[config.mk]
export PLATFORM = sky130hd
export DESIGN_NAME = axi_write_arbiter_flat
export DESIGN_NICKNAME = d
export VERILOG_FILES = /design/src/rtl/axi_write_arbiter_if.sv /design/src/rtl/axi_write_arbiter.sv /design/src/flat_wrapper.sv
export SDC_FILE = /design/constraint.sdc
export NUM_CORES = 1
export LEC_CHECK = 0
export ABC_AREA = 1
export BUFFER_PORTS_ARGS = -buffer_cell sky130_fd_sc_hd__buf_2
export CAP_MARGIN = 0
export CORE_AREA = 2 2 220 222
export DETAILED_ROUTE_END_ITERATION = 16
export DIE_AREA = 0 0 222 224
export GPL_ROUTABILITY_DRIVEN = 0
export GPL_TIMING_DRIVEN = 0
export SLEW_MARGIN = 0
export SYNTH_ARGS = -nofsm -noshare
export SYNTH_HDL_FRONTEND = slang
export SYNTH_SLANG_ARGS = --single-unit
[constraint.sdc]
create_clock -name ACLK -period 2.1 [get_ports ACLK]
set_input_delay 0.63 -clock ACLK [delete_from_list [all_inputs] [get_ports ACLK]]
set_output_delay 0.63 -clock ACLK [all_outputs]
set_load 0.03 [all_outputs]
[src/rtl/axi_write_arbiter_if.sv]
// AXI3 bus bundle shared by the write arbiter and its neighbours.
// Widths derive from DATAWIDTH (ID/LEN/STRB = DATAWIDTH/8) and SIZE
// (AxSIZE = SIZE, AxBURST/xRESP = SIZE-1).
interface axi #(
  parameter int DATAWIDTH = 32,
  parameter int SIZE      = 3
);
  localparam int LW = DATAWIDTH / 8;

  // Write address channel
  logic [LW-1:0]        AWID;
  logic [DATAWIDTH-1:0] AWADDR;
  logic [LW-1:0]        AWLEN;
  logic [SIZE-1:0]      AWSIZE;
  logic [SIZE-2:0]      AWBURST;
  logic                 AWVALID;
  logic                 AWREADY;
  // Write data channel
  logic [LW-1:0]        WID;
  logic [DATAWIDTH-1:0] WDATA;
  logic [LW-1:0]        WSTRB;
  logic                 WLAST;
  logic                 WVALID;
  logic                 WREADY;
  // Write response channel
  logic [LW-1:0]        BID;
  logic [SIZE-2:0]      BRESP;
  logic                 BVALID;
  logic                 BREADY;
  // Read address channel
  logic [LW-1:0]        ARID;
  logic [DATAWIDTH-1:0] ARADDR;
  logic [LW-1:0]        ARLEN;
  logic [SIZE-1:0]      ARSIZE;
  logic [SIZE-2:0]      ARBURST;
  logic                 ARVALID;
  logic                 ARREADY;
  // Read data channel
  logic [LW-1:0]        RID;
  logic [DATAWIDTH-1:0] RDATA;
  logic [SIZE-2:0]      RRESP;
  logic                 RLAST;
  logic                 RVALID;
  logic                 RREADY;

  modport Master (
    output AWID, AWADDR, AWLEN, AWSIZE, AWBURST, AWVALID, input AWREADY,
    output WID, WDATA, WSTRB, WLAST, WVALID, input WREADY,
    input  BID, BRESP, BVALID, output BREADY,
    output ARID, ARADDR, ARLEN, ARSIZE, ARBURST, ARVALID, input ARREADY,
    input  RID, RDATA, RRESP, RLAST, RVALID, output RREADY
  );

  modport Slave (
    input  AWID, AWADDR, AWLEN, AWSIZE, AWBURST, AWVALID, output AWREADY,
    input  WID, WDATA, WSTRB, WLAST, WVALID, output WREADY,
    output BID, BRESP, BVALID, input BREADY,
    input  ARID, ARADDR, ARLEN, ARSIZE, ARBURST, ARVALID, output ARREADY,
    output RID, RDATA, RRESP, RLAST, RVALID, input RREADY
  );
endinterface

[src/rtl/axi_write_arbiter.sv]
// Two-master, one-slave AXI3 write-path arbiter.
// One whole write (AW, all W beats, B) is owned by one master at a time;
// ownership alternates round-robin under contention. WLAST toward the slave
// is regenerated from a beat counter and master WLAST disagreements are
// recorded in a sticky per-master flag. Reads from m0 pass straight through;
// m1 has no read path.
//
// Handshake rule: a transfer happens on a rising ACLK edge where VALID and
// READY are both high; only the channel belonging to the current state is
// forwarded, every other channel sees VALID/READY held low by the arbiter.
module axi_write_arbiter #(
  parameter int DATAWIDTH = 32,
  parameter int SIZE      = 3
) (
  input  logic       ACLK,
  input  logic       ARESET,
  axi.Slave          m0,
  axi.Slave          m1,
  axi.Master         s,
  output logic [1:0] grant,
  output logic [1:0] wlast_err
);
  localparam int LW = DATAWIDTH / 8;

  typedef enum logic [1:0] {IDLE, ADDR, DATA, RESP} state_t;

  state_t        state;
  logic          rr_last;    // 0 = m0 owned last, 1 = m1 owned last
  logic [LW-1:0] beat_cnt;
  logic [LW-1:0] len_q;

  logic sel;                 // 1 when m1 holds the grant
  logic in_addr, in_data, in_resp;
  logic last_beat;
  logic m_wlast;
  logic aw_hs, w_hs, b_hs;

  assign sel       = grant[1];
  assign in_addr   = (state == ADDR);
  assign in_data   = (state == DATA);
  assign in_resp   = (state == RESP);
  assign last_beat = (beat_cnt == len_q);
  assign m_wlast   = sel ? m1.WLAST : m0.WLAST;
  assign aw_hs     = s.AWVALID & s.AWREADY;
  assign w_hs      = s.WVALID & s.WREADY;
  assign b_hs      = s.BVALID & s.BREADY;

  // AW channel: owner's address forwarded only while in ADDR
  assign s.AWID    = sel ? m1.AWID    : m0.AWID;
  assign s.AWADDR  = sel ? m1.AWADDR  : m0.AWADDR;
  assign s.AWLEN   = sel ? m1.AWLEN   : m0.AWLEN;
  assign s.AWSIZE  = sel ? m1.AWSIZE  : m0.AWSIZE;
  assign s.AWBURST = sel ? m1.AWBURST : m0.AWBURST;
  assign s.AWVALID = in_addr & (sel ? m1.AWVALID : m0.AWVALID);
  assign m0.AWREADY = in_addr & grant[0] & s.AWREADY;
  assign m1.AWREADY = in_addr & grant[1] & s.AWREADY;

  // W channel: WLAST comes from the beat counter, not from the master
  assign s.WID    = sel ? m1.WID   : m0.WID;
  assign s.WDATA  = sel ? m1.WDATA : m0.WDATA;
  assign s.WSTRB  = sel ? m1.WSTRB : m0.WSTRB;
  assign s.WVALID = in_data & (sel ? m1.WVALID : m0.WVALID);
  assign s.WLAST  = in_data & last_beat;
  assign m0.WREADY = in_data & grant[0] & s.WREADY;
  assign m1.WREADY = in_data & grant[1] & s.WREADY;

  // B channel: response routed back to the owner only
  assign m0.BVALID = in_resp & grant[0] & s.BVALID;
  assign m1.BVALID = in_resp & grant[1] & s.BVALID;
  assign m0.BID    = (in_resp & grant[0]) ? s.BID   : '0;
  assign m1.BID    = (in_resp & grant[1]) ? s.BID   : '0;
  assign m0.BRESP  = (in_resp & grant[0]) ? s.BRESP : '0;
  assign m1.BRESP  = (in_resp & grant[1]) ? s.BRESP : '0;
  assign s.BREADY  = in_resp & (sel ? m1.BREADY : m0.BREADY);

  // Read path: m0 wired straight to the slave, m1 reads are never served
  assign s.ARID     = m0.ARID;
  assign s.ARADDR   = m0.ARADDR;
  assign s.ARLEN    = m0.ARLEN;
  assign s.ARSIZE   = m0.ARSIZE;
  assign s.ARBURST  = m0.ARBURST;
  assign s.ARVALID  = m0.ARVALID;
  assign m0.ARREADY = s.ARREADY;
  assign m0.RID     = s.RID;
  assign m0.RDATA   = s.RDATA;
  assign m0.RRESP   = s.RRESP;
  assign m0.RLAST   = s.RLAST;
  assign m0.RVALID  = s.RVALID;
  assign s.RREADY   = m0.RREADY;
  assign m1.ARREADY = 1'b0;
  assign m1.RID     = '0;
  assign m1.RDATA   = '0;
  assign m1.RRESP   = '0;
  assign m1.RLAST   = 1'b0;
  assign m1.RVALID  = 1'b0;

  // Transaction FSM: grant decision, burst length capture, beat counting
  always_ff @(posedge ACLK or posedge ARESET) begin
    if (ARESET) begin
      state     <= IDLE;
      grant     <= 2'b00;
      rr_last   <= 1'b1;
      beat_cnt  <= '0;
      len_q     <= '0;
      wlast_err <= 2'b00;
    end else begin
      case (state)
        IDLE: begin
          if (m0.AWVALID && m1.AWVALID) begin
            grant <= rr_last ? 2'b01 : 2'b10;
            state <= ADDR;
          end else if (m0.AWVALID) begin
            grant <= 2'b01;
            state <= ADDR;
          end else if (m1.AWVALID) begin
            grant <= 2'b10;
            state <= ADDR;
          end
        end
        ADDR: begin
          if (aw_hs) begin
            len_q    <= s.AWLEN;
            beat_cnt <= '0;
            state    <= DATA;
          end
        end
        DATA: begin
          if (w_hs) begin
            beat_cnt <= beat_cnt + LW'(1);
            if (m_wlast != last_beat) wlast_err[sel] <= 1'b1;
            if (last_beat) state <= RESP;
          end
        end
        RESP: begin
          if (b_hs) begin
            rr_last <= sel;
            grant   <= 2'b00;
            state   <= IDLE;
          end
        end
        default: state <= IDLE;
      endcase
    end
  end
endmodule

[src/flat_wrapper.sv]
// flat-port wrapper written by rule: the top's interface ports become plain ports
module axi_write_arbiter_flat 
#(
  parameter int DATAWIDTH = 32,
  parameter int SIZE      = 3
)
  (ACLK, ARESET, grant, wlast_err, m0_AWID, m0_AWADDR, m0_AWLEN, m0_AWSIZE, m0_AWBURST, m0_AWVALID, m0_AWREADY, m0_WID, m0_WDATA, m0_WSTRB, m0_WLAST, m0_WVALID, m0_WREADY, m0_BID, m0_BRESP, m0_BVALID, m0_BREADY, m0_ARID, m0_ARADDR, m0_ARLEN, m0_ARSIZE, m0_ARBURST, m0_ARVALID, m0_ARREADY, m0_RID, m0_RDATA, m0_RRESP, m0_RLAST, m0_RVALID, m0_RREADY, m1_AWID, m1_AWADDR, m1_AWLEN, m1_AWSIZE, m1_AWBURST, m1_AWVALID, m1_AWREADY, m1_WID, m1_WDATA, m1_WSTRB, m1_WLAST, m1_WVALID, m1_WREADY, m1_BID, m1_BRESP, m1_BVALID, m1_BREADY, m1_ARID, m1_ARADDR, m1_ARLEN, m1_ARSIZE, m1_ARBURST, m1_ARVALID, m1_ARREADY, m1_RID, m1_RDATA, m1_RRESP, m1_RLAST, m1_RVALID, m1_RREADY, s_AWID, s_AWADDR, s_AWLEN, s_AWSIZE, s_AWBURST, s_AWVALID, s_AWREADY, s_WID, s_WDATA, s_WSTRB, s_WLAST, s_WVALID, s_WREADY, s_BID, s_BRESP, s_BVALID, s_BREADY, s_ARID, s_ARADDR, s_ARLEN, s_ARSIZE, s_ARBURST, s_ARVALID, s_ARREADY, s_RID, s_RDATA, s_RRESP, s_RLAST, s_RVALID, s_RREADY);
  axi #(.DATAWIDTH(DATAWIDTH), .SIZE(SIZE)) m0_i ();
  axi #(.DATAWIDTH(DATAWIDTH), .SIZE(SIZE)) m1_i ();
  axi #(.DATAWIDTH(DATAWIDTH), .SIZE(SIZE)) s_i ();
  input  logic ACLK;
  input  logic ARESET;
  output logic [1:0] grant;
  output logic [1:0] wlast_err;
  input wire logic [$bits(m0_i.AWID)-1:0] m0_AWID;
  input wire logic [$bits(m0_i.AWADDR)-1:0] m0_AWADDR;
  input wire logic [$bits(m0_i.AWLEN)-1:0] m0_AWLEN;
  input wire logic [$bits(m0_i.AWSIZE)-1:0] m0_AWSIZE;
  input wire logic [$bits(m0_i.AWBURST)-1:0] m0_AWBURST;
  input wire logic [$bits(m0_i.AWVALID)-1:0] m0_AWVALID;
  output wire logic [$bits(m0_i.AWREADY)-1:0] m0_AWREADY;
  input wire logic [$bits(m0_i.WID)-1:0] m0_WID;
  input wire logic [$bits(m0_i.WDATA)-1:0] m0_WDATA;
  input wire logic [$bits(m0_i.WSTRB)-1:0] m0_WSTRB;
  input wire logic [$bits(m0_i.WLAST)-1:0] m0_WLAST;
  input wire logic [$bits(m0_i.WVALID)-1:0] m0_WVALID;
  output wire logic [$bits(m0_i.WREADY)-1:0] m0_WREADY;
  output wire logic [$bits(m0_i.BID)-1:0] m0_BID;
  output wire logic [$bits(m0_i.BRESP)-1:0] m0_BRESP;
  output wire logic [$bits(m0_i.BVALID)-1:0] m0_BVALID;
  input wire logic [$bits(m0_i.BREADY)-1:0] m0_BREADY;
  input wire logic [$bits(m0_i.ARID)-1:0] m0_ARID;
  input wire logic [$bits(m0_i.ARADDR)-1:0] m0_ARADDR;
  input wire logic [$bits(m0_i.ARLEN)-1:0] m0_ARLEN;
  input wire logic [$bits(m0_i.ARSIZE)-1:0] m0_ARSIZE;
  input wire logic [$bits(m0_i.ARBURST)-1:0] m0_ARBURST;
  input wire logic [$bits(m0_i.ARVALID)-1:0] m0_ARVALID;
  output wire logic [$bits(m0_i.ARREADY)-1:0] m0_ARREADY;
  output wire logic [$bits(m0_i.RID)-1:0] m0_RID;
  output wire logic [$bits(m0_i.RDATA)-1:0] m0_RDATA;
  output wire logic [$bits(m0_i.RRESP)-1:0] m0_RRESP;
  output wire logic [$bits(m0_i.RLAST)-1:0] m0_RLAST;
  output wire logic [$bits(m0_i.RVALID)-1:0] m0_RVALID;
  input wire logic [$bits(m0_i.RREADY)-1:0] m0_RREADY;
  input wire logic [$bits(m1_i.AWID)-1:0] m1_AWID;
  input wire logic [$bits(m1_i.AWADDR)-1:0] m1_AWADDR;
  input wire logic [$bits(m1_i.AWLEN)-1:0] m1_AWLEN;
  input wire logic [$bits(m1_i.AWSIZE)-1:0] m1_AWSIZE;
  input wire logic [$bits(m1_i.AWBURST)-1:0] m1_AWBURST;
  input wire logic [$bits(m1_i.AWVALID)-1:0] m1_AWVALID;
  output wire logic [$bits(m1_i.AWREADY)-1:0] m1_AWREADY;
  input wire logic [$bits(m1_i.WID)-1:0] m1_WID;
  input wire logic [$bits(m1_i.WDATA)-1:0] m1_WDATA;
  input wire logic [$bits(m1_i.WSTRB)-1:0] m1_WSTRB;
  input wire logic [$bits(m1_i.WLAST)-1:0] m1_WLAST;
  input wire logic [$bits(m1_i.WVALID)-1:0] m1_WVALID;
  output wire logic [$bits(m1_i.WREADY)-1:0] m1_WREADY;
  output wire logic [$bits(m1_i.BID)-1:0] m1_BID;
  output wire logic [$bits(m1_i.BRESP)-1:0] m1_BRESP;
  output wire logic [$bits(m1_i.BVALID)-1:0] m1_BVALID;
  input wire logic [$bits(m1_i.BREADY)-1:0] m1_BREADY;
  input wire logic [$bits(m1_i.ARID)-1:0] m1_ARID;
  input wire logic [$bits(m1_i.ARADDR)-1:0] m1_ARADDR;
  input wire logic [$bits(m1_i.ARLEN)-1:0] m1_ARLEN;
  input wire logic [$bits(m1_i.ARSIZE)-1:0] m1_ARSIZE;
  input wire logic [$bits(m1_i.ARBURST)-1:0] m1_ARBURST;
  input wire logic [$bits(m1_i.ARVALID)-1:0] m1_ARVALID;
  output wire logic [$bits(m1_i.ARREADY)-1:0] m1_ARREADY;
  output wire logic [$bits(m1_i.RID)-1:0] m1_RID;
  output wire logic [$bits(m1_i.RDATA)-1:0] m1_RDATA;
  output wire logic [$bits(m1_i.RRESP)-1:0] m1_RRESP;
  output wire logic [$bits(m1_i.RLAST)-1:0] m1_RLAST;
  output wire logic [$bits(m1_i.RVALID)-1:0] m1_RVALID;
  input wire logic [$bits(m1_i.RREADY)-1:0] m1_RREADY;
  output wire logic [$bits(s_i.AWID)-1:0] s_AWID;
  output wire logic [$bits(s_i.AWADDR)-1:0] s_AWADDR;
  output wire logic [$bits(s_i.AWLEN)-1:0] s_AWLEN;
  output wire logic [$bits(s_i.AWSIZE)-1:0] s_AWSIZE;
  output wire logic [$bits(s_i.AWBURST)-1:0] s_AWBURST;
  output wire logic [$bits(s_i.AWVALID)-1:0] s_AWVALID;
  input wire logic [$bits(s_i.AWREADY)-1:0] s_AWREADY;
  output wire logic [$bits(s_i.WID)-1:0] s_WID;
  output wire logic [$bits(s_i.WDATA)-1:0] s_WDATA;
  output wire logic [$bits(s_i.WSTRB)-1:0] s_WSTRB;
  output wire logic [$bits(s_i.WLAST)-1:0] s_WLAST;
  output wire logic [$bits(s_i.WVALID)-1:0] s_WVALID;
  input wire logic [$bits(s_i.WREADY)-1:0] s_WREADY;
  input wire logic [$bits(s_i.BID)-1:0] s_BID;
  input wire logic [$bits(s_i.BRESP)-1:0] s_BRESP;
  input wire logic [$bits(s_i.BVALID)-1:0] s_BVALID;
  output wire logic [$bits(s_i.BREADY)-1:0] s_BREADY;
  output wire logic [$bits(s_i.ARID)-1:0] s_ARID;
  output wire logic [$bits(s_i.ARADDR)-1:0] s_ARADDR;
  output wire logic [$bits(s_i.ARLEN)-1:0] s_ARLEN;
  output wire logic [$bits(s_i.ARSIZE)-1:0] s_ARSIZE;
  output wire logic [$bits(s_i.ARBURST)-1:0] s_ARBURST;
  output wire logic [$bits(s_i.ARVALID)-1:0] s_ARVALID;
  input wire logic [$bits(s_i.ARREADY)-1:0] s_ARREADY;
  input wire logic [$bits(s_i.RID)-1:0] s_RID;
  input wire logic [$bits(s_i.RDATA)-1:0] s_RDATA;
  input wire logic [$bits(s_i.RRESP)-1:0] s_RRESP;
  input wire logic [$bits(s_i.RLAST)-1:0] s_RLAST;
  input wire logic [$bits(s_i.RVALID)-1:0] s_RVALID;
  output wire logic [$bits(s_i.RREADY)-1:0] s_RREADY;
  assign m0_i.AWID = m0_AWID;
  assign m0_i.AWADDR = m0_AWADDR;
  assign m0_i.AWLEN = m0_AWLEN;
  assign m0_i.AWSIZE = m0_AWSIZE;
  assign m0_i.AWBURST = m0_AWBURST;
  assign m0_i.AWVALID = m0_AWVALID;
  assign m0_AWREADY = m0_i.AWREADY;
  assign m0_i.WID = m0_WID;
  assign m0_i.WDATA = m0_WDATA;
  assign m0_i.WSTRB = m0_WSTRB;
  assign m0_i.WLAST = m0_WLAST;
  assign m0_i.WVALID = m0_WVALID;
  assign m0_WREADY = m0_i.WREADY;
  assign m0_BID = m0_i.BID;
  assign m0_BRESP = m0_i.BRESP;
  assign m0_BVALID = m0_i.BVALID;
  assign m0_i.BREADY = m0_BREADY;
  assign m0_i.ARID = m0_ARID;
  assign m0_i.ARADDR = m0_ARADDR;
  assign m0_i.ARLEN = m0_ARLEN;
  assign m0_i.ARSIZE = m0_ARSIZE;
  assign m0_i.ARBURST = m0_ARBURST;
  assign m0_i.ARVALID = m0_ARVALID;
  assign m0_ARREADY = m0_i.ARREADY;
  assign m0_RID = m0_i.RID;
  assign m0_RDATA = m0_i.RDATA;
  assign m0_RRESP = m0_i.RRESP;
  assign m0_RLAST = m0_i.RLAST;
  assign m0_RVALID = m0_i.RVALID;
  assign m0_i.RREADY = m0_RREADY;
  assign m1_i.AWID = m1_AWID;
  assign m1_i.AWADDR = m1_AWADDR;
  assign m1_i.AWLEN = m1_AWLEN;
  assign m1_i.AWSIZE = m1_AWSIZE;
  assign m1_i.AWBURST = m1_AWBURST;
  assign m1_i.AWVALID = m1_AWVALID;
  assign m1_AWREADY = m1_i.AWREADY;
  assign m1_i.WID = m1_WID;
  assign m1_i.WDATA = m1_WDATA;
  assign m1_i.WSTRB = m1_WSTRB;
  assign m1_i.WLAST = m1_WLAST;
  assign m1_i.WVALID = m1_WVALID;
  assign m1_WREADY = m1_i.WREADY;
  assign m1_BID = m1_i.BID;
  assign m1_BRESP = m1_i.BRESP;
  assign m1_BVALID = m1_i.BVALID;
  assign m1_i.BREADY = m1_BREADY;
  assign m1_i.ARID = m1_ARID;
  assign m1_i.ARADDR = m1_ARADDR;
  assign m1_i.ARLEN = m1_ARLEN;
  assign m1_i.ARSIZE = m1_ARSIZE;
  assign m1_i.ARBURST = m1_ARBURST;
  assign m1_i.ARVALID = m1_ARVALID;
  assign m1_ARREADY = m1_i.ARREADY;
  assign m1_RID = m1_i.RID;
  assign m1_RDATA = m1_i.RDATA;
  assign m1_RRESP = m1_i.RRESP;
  assign m1_RLAST = m1_i.RLAST;
  assign m1_RVALID = m1_i.RVALID;
  assign m1_i.RREADY = m1_RREADY;
  assign s_AWID = s_i.AWID;
  assign s_AWADDR = s_i.AWADDR;
  assign s_AWLEN = s_i.AWLEN;
  assign s_AWSIZE = s_i.AWSIZE;
  assign s_AWBURST = s_i.AWBURST;
  assign s_AWVALID = s_i.AWVALID;
  assign s_i.AWREADY = s_AWREADY;
  assign s_WID = s_i.WID;
  assign s_WDATA = s_i.WDATA;
  assign s_WSTRB = s_i.WSTRB;
  assign s_WLAST = s_i.WLAST;
  assign s_WVALID = s_i.WVALID;
  assign s_i.WREADY = s_WREADY;
  assign s_i.BID = s_BID;
  assign s_i.BRESP = s_BRESP;
  assign s_i.BVALID = s_BVALID;
  assign s_BREADY = s_i.BREADY;
  assign s_ARID = s_i.ARID;
  assign s_ARADDR = s_i.ARADDR;
  assign s_ARLEN = s_i.ARLEN;
  assign s_ARSIZE = s_i.ARSIZE;
  assign s_ARBURST = s_i.ARBURST;
  assign s_ARVALID = s_i.ARVALID;
  assign s_i.ARREADY = s_ARREADY;
  assign s_i.RID = s_RID;
  assign s_i.RDATA = s_RDATA;
  assign s_i.RRESP = s_RRESP;
  assign s_i.RLAST = s_RLAST;
  assign s_i.RVALID = s_RVALID;
  assign s_RREADY = s_i.RREADY;
  axi_write_arbiter #(.DATAWIDTH(DATAWIDTH), .SIZE(SIZE)) u_core (.ACLK(ACLK), .ARESET(ARESET), .m0(m0_i), .m1(m1_i), .s(s_i), .grant(grant), .wlast_err(wlast_err));
endmodule
==> run summary <==
outcome - finished, violations left
failing checks - negative setup slack
ys flop type - dfrtp_1
fmax - 453.9 MHz
Yosys reg bits - 15
clock-pin slew on the worst setup and hold paths - 0.05 ns
core area - 47350 µm²
CTS sink cnt - 15
final setup margin - -0.1033 ns
Antenna Nets Post-Route - 0
Die H - 224 µm
CTS tree - done
Leak - 4.346 nW
maximum number of pins on one net before global-route repair - 16
Detailed Route Iter0 Violations - 94
Initial Util - 6.797%
H-Tree Depth - 1
die width - 222 µm
synth unique cells - 28
clk_skew - 0.006419 ns
Worst EP required - 1.47 ns
r2r setup slk - 0.47 ns
DIE AREA - 49730 µm²
# Max-Cap Violations - 0
Worst setup EP type - output port
part of the Yosys area used for sequential elements - 11.70%
Startpoint Class - register
most common cell after layout, fill and taps aside - buf_2
insertion delay to the later sink of the worst-skew pair - 0.25 ns
Pwr Density - 1200 nW/µm²
reg-to-reg endpoint - u_core.beat_cnt[3]
Slew Limit Fails - 0
number of global-route vias before repair - 4336
Site Rows - 80
final wirelength - 20.81 mm
gr usage total - 7.246%
endpoints failing setup - 72
worst r2r src - u_core.state[0]
GRT overflow - 0
Pre-antenna DRT Iters - 4
CTS Hold Bufs - 0
minimum clock period - 2.203 ns
most frequent cells in the layout - 297 x buf_2, 239 x nand2_1, 153 x buf_4, 76 x buf_6, 46 x nand2_2
CP Capture Point - s_WDATA[22]
Critical Path AT - 1.57 ns
clock tree buffer depth - 2
mean cell area of the mapped netlist - 5.656 µm²
crit path launch - u_core.grant[1]
WL/cell - 12.66 µm
Num CTS Buffers - 3
synth-to-layout area growth - 138.3%
Synth Cell Area - 3218 µm²
Post-synth ARST share - 100.0%
CP Max Fanout - 10
DP Wirelength - 16.48 mm
Post-synth EDFFs - 0
root buf cell - clkbuf_16
Worst-Margin Slew - 0.6004 ns
Relative slew margins - 59.93%
Period Utilization, post-route - 104.9%
vias per std cell - 2.940
vias - 4834
share of cells above drive strength 1 - 65.95%
unrepaired setup endpoints after global routing - yes
initial antenna violation count - 5
Final Hold Vio Count - 0
R2R depth - 9
first-pass GRT wire length - 26.82 mm
drc violations - 0
# port buffers - 387
worst hold path type - primary input to asynchronous set/reset pin
final layout net count - 1356
VDD IR max - 0.5908 mV
Layout Utilization - 16.19%
Crit Path Category - register to output port
io pins - 564
Syn Inst Count - 569
YS warnings - 0
Pwr Total - 9.199 mW
[critical path, stage by stage, from the launching register on]
cell	delay [ns]
dfrtp_2	0.47
inv_4	0.10
buf_12	0.14
buf_16	0.15
buf_8	0.15
nand2_1	0.08
nand2_1	0.08
buf_6	0.13
[power breakdown]
| part | internal, mW | switching [mW] | total, mW | leakage (nW) |
|---|---|---|---|---|
| Clock | 0.254 | 0.116 | 0.370 | 0.0409 |
| Combinational | 3.43 | 4.86 | 8.30 | 4.13 |
| Sequential | 0.404 | 0.127 | 0.531 | 0.177 |
[metrics by stage]
stage	hold WS (ns)	setup WS, ns	std cells	area, µm²	setup TNS [ns]
6_report	0.4466	-0.1033	1644	7667	-4.039
5_1_grt	0.4959	-0.1645	1644	7667	-10.60
4_1_cts	0.4680	-0.1469	1630	7151	-7.535
3_5_place_dp	0.4603	-0.7061	1611	6097	-37.41
3_3_place_gp	0.4475	-0.7149	1611	6097	-39.71
2_1_floorplan	0.4480	-0.2045	609	3391	-0.4091
[metal layers]
metal	GRT usage (%)	vias up	wire length, µm
li1	-	2448	-
met1	8.410	2065	8341
met2	13.79	297	10660
met3	1.272	22	1395
met4	1.548	2	406
met5	0	-	10
[sequential cells by signal (all words and copies together), names as in the netlist]
| register | cells |
|---|---|
| u_core.state | 2 |
| u_core.len_q | 4 |
| u_core.rr_last | 1 |
| u_core.grant | 2 |
| u_core.beat_cnt | 4 |
| u_core.wlast_err | 2 |
[kinds of logic (layout without fill, tap and decap cells)]
family	after synthesis	after routing	synth area share (%)
AND/OR/NAND/NOR	349	349	43.78
buffers and inverters	180	596	37.64
AO/OA/AOI/OAI	16	16	3.888
flip-flops	15	15	11.70
adder cells (fa/ha/maj)	6	6	2.333
XOR/XNOR	2	2	0.5444
other	1	45	0.1165
[layout make-up]
type | count | area (µm²)
Timing Repair Buffer | 412 | 2793
Sequential cell | 15 | 380.4
Tap cell | 615 | 769.5
Antenna cell | 4 | 10.01
Fill cell | 5393 | 39680
Clock inverter | 1 | 5.005
Buffer | 149 | 1304
Inverter | 31 | 125.1
Clock buffer | 3 | 75.07
Multi-Input combinational cell | 414 | 2206
[what timing repair did]
| action | in CTS | in global routing |
|---|---|---|
| buffers inserted | 12 | 7 |
| gates cloned | 3 | 3 |
| resized for setup | 252 | 118 |
| endpoints found under the setup margin | 106 | 101 |
| pin swaps | 10 | 14 |
[synthesized netlist by cell type, types with 4 or more instances]
cell type | instances | area, µm²
nand2_2 | 4 | 25.02
ha_1 | 6 | 75.07
o21ai_1 | 9 | 45.04
nand2_1 | 305 | 1145
inv_1 | 29 | 108.9
buf_4 | 136 | 1021
buf_2 | 8 | 40.04
dfrtp_1 | 14 | 350.3
nand4_1 | 6 | 37.54
nor2_1 | 19 | 71.32
nor3_1 | 4 | 20.02
[worst min-delay path by stage]
stage	startpoint	endpoint	slack, ns	depth (start not counted)
detailed placement	u_core.wlast_err[1]	u_core.wlast_err[1]	0.46	2
global route	ARESET	u_core.wlast_err[0]	0.50	2
finish	ARESET	u_core.len_q[3]	0.45	2
floorplan	u_core.rr_last	u_core.rr_last	0.45	2
CTS	ARESET	u_core.wlast_err[0]	0.47	2
global placement	u_core.wlast_err[0]	u_core.wlast_err[0]	0.45	2
Note: power is estimated with default switching activity, not from simulation.
